[src/rtl/demux_rr_sched.sv]
// ---------------------------------------------------------------------------
// demux_rr_sched
//   Round-robin scheduler that time-shares one 2-to-4 enable-gated demux
//   among four level-sensitive requesters. The current owner keeps the demux
//   for up to HOLD cycles while others wait. If nobody else is waiting, the
//   dwell counter reloads and the owner keeps the demux.
//
//   Optional feature macro: DEMUX_SCHED_GAP_EN
//     defined   - every change of owner passes through one GAP cycle with
//                 en/gnt low, so two demux outputs are never active on
//                 consecutive cycles.
//     undefined - ownership can move in a single edge (en stays high).
//
// Ports
//   clk    in   system clock, rising edge
//   rst_n  in   asynchronous active-low reset
//   req    in   [3:0] level request, req[i] asks for demux output z[i]
//   gnt    out  [3:0] one-hot grant, 0000 when nobody owns the demux
//   a      out  demux select LSB (sel[0])
//   b      out  demux select MSB (sel[1])
//   en     out  demux enable, high exactly when gnt is non-zero
//   busy   out  high whenever the scheduler is not idle
// ---------------------------------------------------------------------------
module demux_rr_sched #(
  parameter int HOLD = 4
) (
  input  logic       clk,
  input  logic       rst_n,
  input  logic [3:0] req,
  output logic [3:0] gnt,
  output logic       a,
  output logic       b,
  output logic       en,
  output logic       busy
);

  typedef enum logic [1:0] {
    S_IDLE  = 2'd0,
`ifdef DEMUX_SCHED_GAP_EN
    S_GAP   = 2'd2,
`endif
    S_GRANT = 2'd1
  } state_t;

  localparam logic [3:0] HOLD_M1 = 4'(HOLD - 1);

  function automatic logic [3:0] onehot(input logic [1:0] k);
    return 4'b0001 << k;
  endfunction

  // Round-robin pick: first asserted request scanning from p upward, mod 4.
  // Returns {found, index}.
  function automatic logic [2:0] arb(input logic [3:0] rq, input logic [1:0] p);
    logic       found;
    logic [1:0] idx;
    logic [1:0] win;
    found = 1'b0;
    win   = 2'd0;
    for (int i = 0; i < 4; i++) begin
      idx = p + i[1:0];
      if (!found && rq[idx]) begin
        found = 1'b1;
        win   = idx;
      end
    end
    return {found, win};
  endfunction

  state_t     r_state;
  logic [1:0] r_sel;
  logic [1:0] r_ptr;
  logic [3:0] r_cnt;
  logic [3:0] r_gnt;
  logic       r_en;
  logic       r_busy;

  logic [1:0] w_arb_ptr;
  logic       w_win_vld;
  logic [1:0] w_win;
  logic       w_other;
  logic       w_release;

  // While granting, the only arbitration that can happen is the same-edge
  // handover after a release, which already sees the advanced pointer.
  assign w_arb_ptr          = (r_state == S_GRANT) ? (r_sel + 2'd1) : r_ptr;
  assign {w_win_vld, w_win} = arb(req, w_arb_ptr);
  assign w_other            = |(req & ~onehot(r_sel));
  // An owner dropping its request wins over everything, including the
  // cnt==0 case, so a simultaneous drop and expiry is a single release.
  assign w_release          = !req[r_sel] || ((r_cnt == 4'd0) && w_other);

  always_ff @(posedge clk or negedge rst_n) begin
    if (!rst_n) begin
      r_state <= S_IDLE;
      r_sel   <= 2'd0;
      r_ptr   <= 2'd0;
      r_cnt   <= 4'd0;
      r_gnt   <= 4'b0000;
      r_en    <= 1'b0;
      r_busy  <= 1'b0;
    end else begin
      case (r_state)
        S_IDLE: begin
          if (w_win_vld) begin
            r_sel   <= w_win;
            r_gnt   <= onehot(w_win);
            r_en    <= 1'b1;
            r_cnt   <= HOLD_M1;
            r_busy  <= 1'b1;
            r_state <= S_GRANT;
          end
        end

        S_GRANT: begin
          if (w_release) begin
            // Released channel becomes lowest priority next time.
            r_ptr <= r_sel + 2'd1;
`ifdef DEMUX_SCHED_GAP_EN
            r_gnt   <= 4'b0000;
            r_en    <= 1'b0;
            r_state <= S_GAP;
`else
            if (w_win_vld) begin
              r_sel   <= w_win;
              r_gnt   <= onehot(w_win);
              r_en    <= 1'b1;
              r_cnt   <= HOLD_M1;
              r_state <= S_GRANT;
            end else begin
              r_gnt   <= 4'b0000;
              r_en    <= 1'b0;
              r_busy  <= 1'b0;
              r_state <= S_IDLE;
            end
`endif
          end else if (r_cnt == 4'd0) begin
            // Sole requester: restart the slice and keep the grant.
            r_cnt <= HOLD_M1;
          end else begin
            r_cnt <= r_cnt - 4'd1;
          end
        end

`ifdef DEMUX_SCHED_GAP_EN
        S_GAP: begin
          // Requests are sampled at the end of the dead cycle.
          if (w_win_vld) begin
            r_sel   <= w_win;
            r_gnt   <= onehot(w_win);
            r_en    <= 1'b1;
            r_cnt   <= HOLD_M1;
            r_state <= S_GRANT;
          end else begin
            r_busy  <= 1'b0;
            r_state <= S_IDLE;
          end
        end
`endif

        default: begin
          r_gnt   <= 4'b0000;
          r_en    <= 1'b0;
          r_busy  <= 1'b0;
          r_state <= S_IDLE;
        end
      endcase
    end
  end

  // Select lines follow the registered owner, so they only move with a new
  // grant and hold their value while en is low.
  assign a    = r_sel[0];
  assign b    = r_sel[1];
  assign gnt  = r_gnt;
  assign en   = r_en;
  assign busy = r_busy;

endmodule

[config.mk]
export PLATFORM = sky130hd
export DESIGN_NAME = demux_rr_sched
export DESIGN_NICKNAME = d
export VERILOG_FILES = /design/src/rtl/demux_rr_sched.sv
export SDC_FILE = /design/constraint.sdc
export NUM_CORES = 1
export LEC_CHECK = 0
export CAP_MARGIN = 15
export CORE_MARGIN = 4
export CORE_UTILIZATION = 52
export CTS_CLUSTER_DIAMETER = 60
export DETAILED_ROUTE_END_ITERATION = 10
export PLACE_DENSITY = 0.78
export SLEW_MARGIN = 10
export SYNTH_ARGS = -nofsm -noshare
export SYNTH_HDL_FRONTEND = slang
export SYNTH_SLANG_ARGS = --single-unit
[constraint.sdc]
create_clock -name clk -period 2.18 [get_ports clk]
set_clock_uncertainty 0.2 [all_clocks]
set_input_delay 0.654 -clock clk [delete_from_list [all_inputs] [get_ports clk]]
set_output_delay 0.654 -clock clk [all_outputs]
set_load 0.02 [all_outputs]
# --- Word-level counts from Yosys, hierarchy flattened ---
# Index checks and enable logic that the tools add are counted.
op_classes:
  addsub: 5
  magnitude_cmp: 5
  n_eq_ne: 4
  shift: 2
  mux: 41
  n_bitwise: 2
  reduce_logical: 17
op_table:
  columns: ["operator", "n"]
  rows:
  - ["4-bit two-way mux", 6]
  - ["2-bit two-way mux", 9]
  - ["4-bit one-hot mux with 2 select lines", 2]
  - ["2-bit by 3-bit < comparator with 1-bit output, second input constant", 5]
  - ["1-bit two-way mux", 15]
  - ["1-bit binary-select mux with 2-bit select", 5]
  - ["2-bit one-hot mux with 2 select lines", 2]
  - ["1-bit by 2-bit << shifter with 4-bit output, first input constant", 2]
  - ["2-bit != test, second input constant", 3]
  - ["2-bit AND reduction", 3]
  - ["2-bit by 1-bit adder with 2-bit output, second input constant", 2]
  - ["2-bit adder, second input constant", 2]
  - ["4-bit AND", 1]
  - ["1-bit logical AND", 4]
  - ["1-bit zero test", 4]
  - ["4-bit zero test", 1]
  - ["4-bit NOT", 1]
  - ["1-bit one-hot mux with 2 select lines", 2]
  - ["4-bit OR reduction", 1]
  - ["4-bit by 1-bit subtractor with 4-bit output, second input constant", 1]
  - ["3-bit AND reduction", 1]
  - ["2-bit by 1-bit equality test with 1-bit output, second input constant", 1]
  - ["2-bit zero test", 1]
  - ["2-bit nonzero test", 1]
  - ["1-bit logical OR", 1]
totals:
  ff_bits: 16
  inputBits: 6
  output_inout_bits: 8

# --- Longest topological paths before layout ---
depth:
  ltp_word: 18
  depth_mapped: 7
  ltp_nobuf: 7

# --- Least setup slack after synthesis ---
# Ideal clock, no wire load.
synth_path:
  kind: "register to register"
  from: "register r_sel[0]"
  to: "register r_gnt[3], in the netlist gnt[3]"
  t_arrival_ns: 1.812
  t_required_ns: 1.859
  path_slack_ns: 0.047
  path_stages_with_launch: 8
  path_buffers: 0
  period_less_slack_ns: 2.133
  cell_sequence: "dfrtp_1 inv_1 ha_1 mux2i_1 nand2_1 a21o_1 and3_1 a22o_1"
synth_via:
  elab_chain_len: 18
  elab_cells_between_ends: 44
  classes_between: "add/sub: 4; eq/ne: 2; shift: 2; mux: 23; bitwise: 2; reduce/logical: 11"
synth_rtl:
  columns: ["item", "line", "source"]
  rows:
  - ["from (decl)", "70", "logic [1:0] r_sel;"]
  - ["from (signal assigned)", "105", "r_sel <= w_win;"]
  - ["from (signal assigned)", "124", "r_sel <= w_win;"]
  - ["branches (longest 18 deep; another with 2-bit by 1-bit adder with 2-bit output)", null, null]
  - ["to (signal assigned)", "106", "r_gnt <= onehot(w_win);"]
  - ["to (signal assigned)", "125", "r_gnt <= onehot(w_win);"]
  - ["to (decl)", "73", "logic [3:0] r_gnt;"]
# Parallel ways; which one is timed is not known. The select of a mux whose other input is x is not followed.
# A chain may end at the register's enable or synchronous reset.

# --- Final worst setup path ---
layout_path:
  from: "register r_sel[0]"
  to: "register r_cnt[2]"
layout_via:
  elab_chain_len: 17
  elab_cells_between_ends: 35
  classes_between: "add/sub: 4; shift: 1; mux: 18; bitwise: 2; reduce/logical: 10"
layout_rtl:
  columns: ["item", "line", "source"]
  rows:
  - ["branches (longest 16 deep; another with 2-bit by 1-bit adder with 2-bit output)", null, null]
  - ["4-bit one-hot mux with 2 select lines (*)", "102", "case (r_state)"]
  - ["to (signal assigned)", "140", "r_cnt <= r_cnt - 4'd1;"]
  - ["to (decl)", "72", "logic [3:0] r_cnt;"]
# Mark *: on every way between the ends. The select of a mux whose other input is x is not followed.

==> summary.md <==
| Metric | Value |
|---|---|
| Skew-Pair Late Insertion Delay | `between 0.2 and 0.3 ns` |
| Most common library cell in the layout ignoring fill and taps | `buf_4` |
| Die outline height | `approximately 50 µm` |
| Number of global-route vias before repair | `between 800 and 900` |
| Number of synthesis warnings | `0` |
| H-tree lvl count | `1` |
| Most used cells in the layout excluding fill and tap cells | `buf_4 (19), dfrtp_1 (14), nand2_1 (7)` |
| Vias per Instance | `6.03` |
| Num CTS Buffers | `3` |
| Cell Count Post-Placement | `between 100 and 150` |
| # rows | `14` |
| Critical Path AT | `2.15 ns` |
| Aggregate global-route resource usage | `0.207` |
| Worst-case clock buffer depth | `2` |
| Worst hold path stage count | `1` |
| Number of buffers inserted by hold repair at cts | `0` |
| Starting density of the core | `0.572` |
| Clock edge transition at the registers on the reported setup and hold paths | `roughly 0.09 ns` |
| Hold Path Origin | `gnt[0]` |
| Pin count of the biggest net entering global routing | `15` |
| Number of ports placed on the die boundary | `14` |
| Instance count of the mapped netlist | `86` |
| Maximum single-stage delay on the critical path | `between 0.4 and 0.5 ns` |
| Wire length of the first global-routing pass | `just under 4 mm` |
| Setup slack of the most critical reg-to-reg path | `0.04 ns` |
| Global placer's final weighted congestion | `just over 0.8` |
| Syn avg cell area | `roughly 10 µm²` |
| Outcome | `complete, no violations` |
| Overall via count from detail_route | `approximately 830` |
| Worst reg2reg path depth | `9` |
| Required time worst endpoint | `roughly 2.2 ns` |
| Final Setup Violations | `0` |
| Root buffer cell | `clkbuf_4` |
| Number of I/O port buffers | `13` |
| Area growth from synthesis to layout | `40.9%` |
| Share of flip-flops with an asynchronous set or reset | `1.00` |
| Standby leakage power | `between 0.6 and 0.7 nW` |
| Chain of cells forming the critical path | `buf_6, ha_1, inv_1, a2111oi_4, buf_4, o211ai_4, buf_4, o21ai_2, o2bb2ai_1` |
| Cell with the largest stage delay on the worst path | `dfrtp_1` |
| # fillers | `96` |
| Grt ovf | `0` |
| PD cells | `between 1000 and 1500 nW/µm²` |
| Hold-critical path endpoint | `gnt[0]` |
| Worst r2r src | `r_sel[0]` |
| Number of flops mapped to enable cells by yosys | `0` |
| Final number of hold-violating endpoints | `0` |
| Headroom to the max-slew limit | `0.771` |
| Most Frequent Cell on Critical Path | `buf_4` |
| Final TNS setup | `0 ns` |
| Worst setup path startpoint | `r_sel[0]` |
| Placeable core region | `about 1600 µm²` |
| Crit path max fanout | `6` |
| Die area | `about 2500 µm²` |
| Count of pins over their slew limit | `0` |
| Timing-limited maximum frequency | `between 400 and 500 MHz` |
| Share of layout cells above drive strength 1 | `0.344` |
| Synthesized netlist net count | `just under 100` |
| Startpoint class of the critical path | `register` |
| # clock sinks | `14` |
| WL per Instance | `about 17 µm` |
| Diodes inserted | `0` |
| Detailed router's first-iteration violation count | `22` |
| Worst slew pin tran | `between 0.3 and 0.4 ns` |
| Category of the critical setup timing path | `register to register` |
| Unrepaired setup endpoints after global routing | `yes` |
| Min Tclk post-route | `approximately 2.1 ns` |
| Post-synthesis instance area | `902 µm²` |
| Maximum Capacitance Violations | `0` |
| Sequential-to-total area share from yosys stat | `0.388` |
| Routed WL | `about 2.4 mm` |
| Fin crit share | `0.982` |
| Distinct cell type count of the synthesized netlist | `38` |
| CTS tree | `built` |
| Kind of capture point of the worst setup path | `register` |
| Synth Register Bits | `14` |
| # DRC | `0` |
| Initial antenna violation count | `0` |
| Cell Count, Final, Fillers Out | `138` |
| Maximum vdd drop | `just over 800 µV` |
| Dpl hpwl | `roughly 1.7 mm` |
| End of the worst register-to-register path | `r_cnt[2]` |
| Number of detailed-route iterations in the first pass | `4` |
| Hold slack final | `roughly 0.30 ns` |
| Setup slack at placement | `-0.436 ns` |
| Residual antenna-violating net count after detailed routing | `0` |
| Tightest Hold Check Type | `register to register` |
| Horizontal extent of the die | `about 50 µm` |
| Net count of the finished layout | `between 100 and 150` |
| Synth Flop Type | `dfrtp_1` |
| Crit path setup slack, layout | `approximately 0.039 ns` |
-- logic make-up after synthesis --
group	after synthesis	share of synthesized area
and+or+nand+nor	31	0.209
AOI/OAI and AO/OA	24	0.226
DFF	14	0.388
muxes	5	0.0735
adders and majority gates	5	0.0693
buffers and inverters	7	0.0333
-- critical path, delay by kind of cell, from the launching register on --
kind / cells / cell delay, ns
buf+inv: 4 / 0.56
fa+ha+maj: 1 / 0.15
compound gates: 4 / 0.75
flops: 1 / 0.41
-- Yosys cell counts (2+ instances only) --
library cell	number	area, µm²
mux2_1	2	22.5
ha_1	5	62.6
and2b_1	2	15.0
nand2b_1	2	12.5
nand4_1	2	12.5
a22o_1	3	26.3
inv_1	5	18.8
dfrtp_1	14	350
a21o_1	2	15.0
nand2_1	7	26.3
nor2b_1	2	12.5
o2bb2ai_1	3	26.3
o21ai_1	5	25.0
nor2_1	4	15.0
a21oi_1	2	10.0
o21ai_0	2	10.0
nand3_1	3	15.0
-- state kept, by name, indices dropped and copies added, names as in the netlist --
| name | cells |
|---|---|
| r_sel | 2 |
| busy | 1 |
| r_cnt | 4 |
| r_ptr | 2 |
| gnt | 4 |
| en | 1 |
-- stage by stage --
step / area [µm²] / power (mW) / util
floorplan: 902 / 1.00 / -
global placement: 1160 / 1.30 / 0.734
detailed placement: 1160 / 1.35 / 0.734
CTS: 1230 / 1.59 / 0.782
global route: 1270 / 1.79 / 0.806
finish: 1270 / 1.68 / 0.806
-- worst max-delay path by stage --
stage	endpoint	slack, ns
detailed placement	r_ptr[0]	-0.44
global route	r_cnt[2]	-0.03
CTS	gnt[2]	0.02
floorplan	gnt[3]	0.05
global placement	gnt[2]	-0.38
finish	r_cnt[2]	0.04
-- power breakdown --
| group | total [mW] | internal, mW | switching, mW | leakage (nW) |
|---|---|---|---|---|
| clock | 0.189 | 0.101 | 0.0873 | 0.0210 |
| sequential | 0.426 | 0.354 | 0.0724 | 0.170 |
| combinational | 1.06 | 0.513 | 0.550 | 0.416 |
-- what timing repair did --
item,4_1_cts,5_1_grt
setup buffers,2,3
gates resized for setup,13,7
pin swaps,4,2
endpoints found under the hold margin,0,0
setup endpoints to repair,12,8
-- final cells by class --
type	instances	area [µm²]	share of cell area
clock buffers	4	36.3	0.0285
multi-input cells	65	563	0.443
flip-flops and latches	14	350	0.276
repair buffers	33	279	0.219
inverters	6	22.5	0.0177
well taps	16	20.0	0.0157
-- layer usage --
metal	GRT usage	part of all wire	vias up	wire length (µm)
met5	0	0	-	0
met4	0.0415	0	0	0
met3	0.0392	0.063	0	150
met2	0.370	0.51	35	1220
met1	0.256	0.42	404	1010
li1	-	-	393	-
Note: power is estimated with default switching activity, not from simulation.
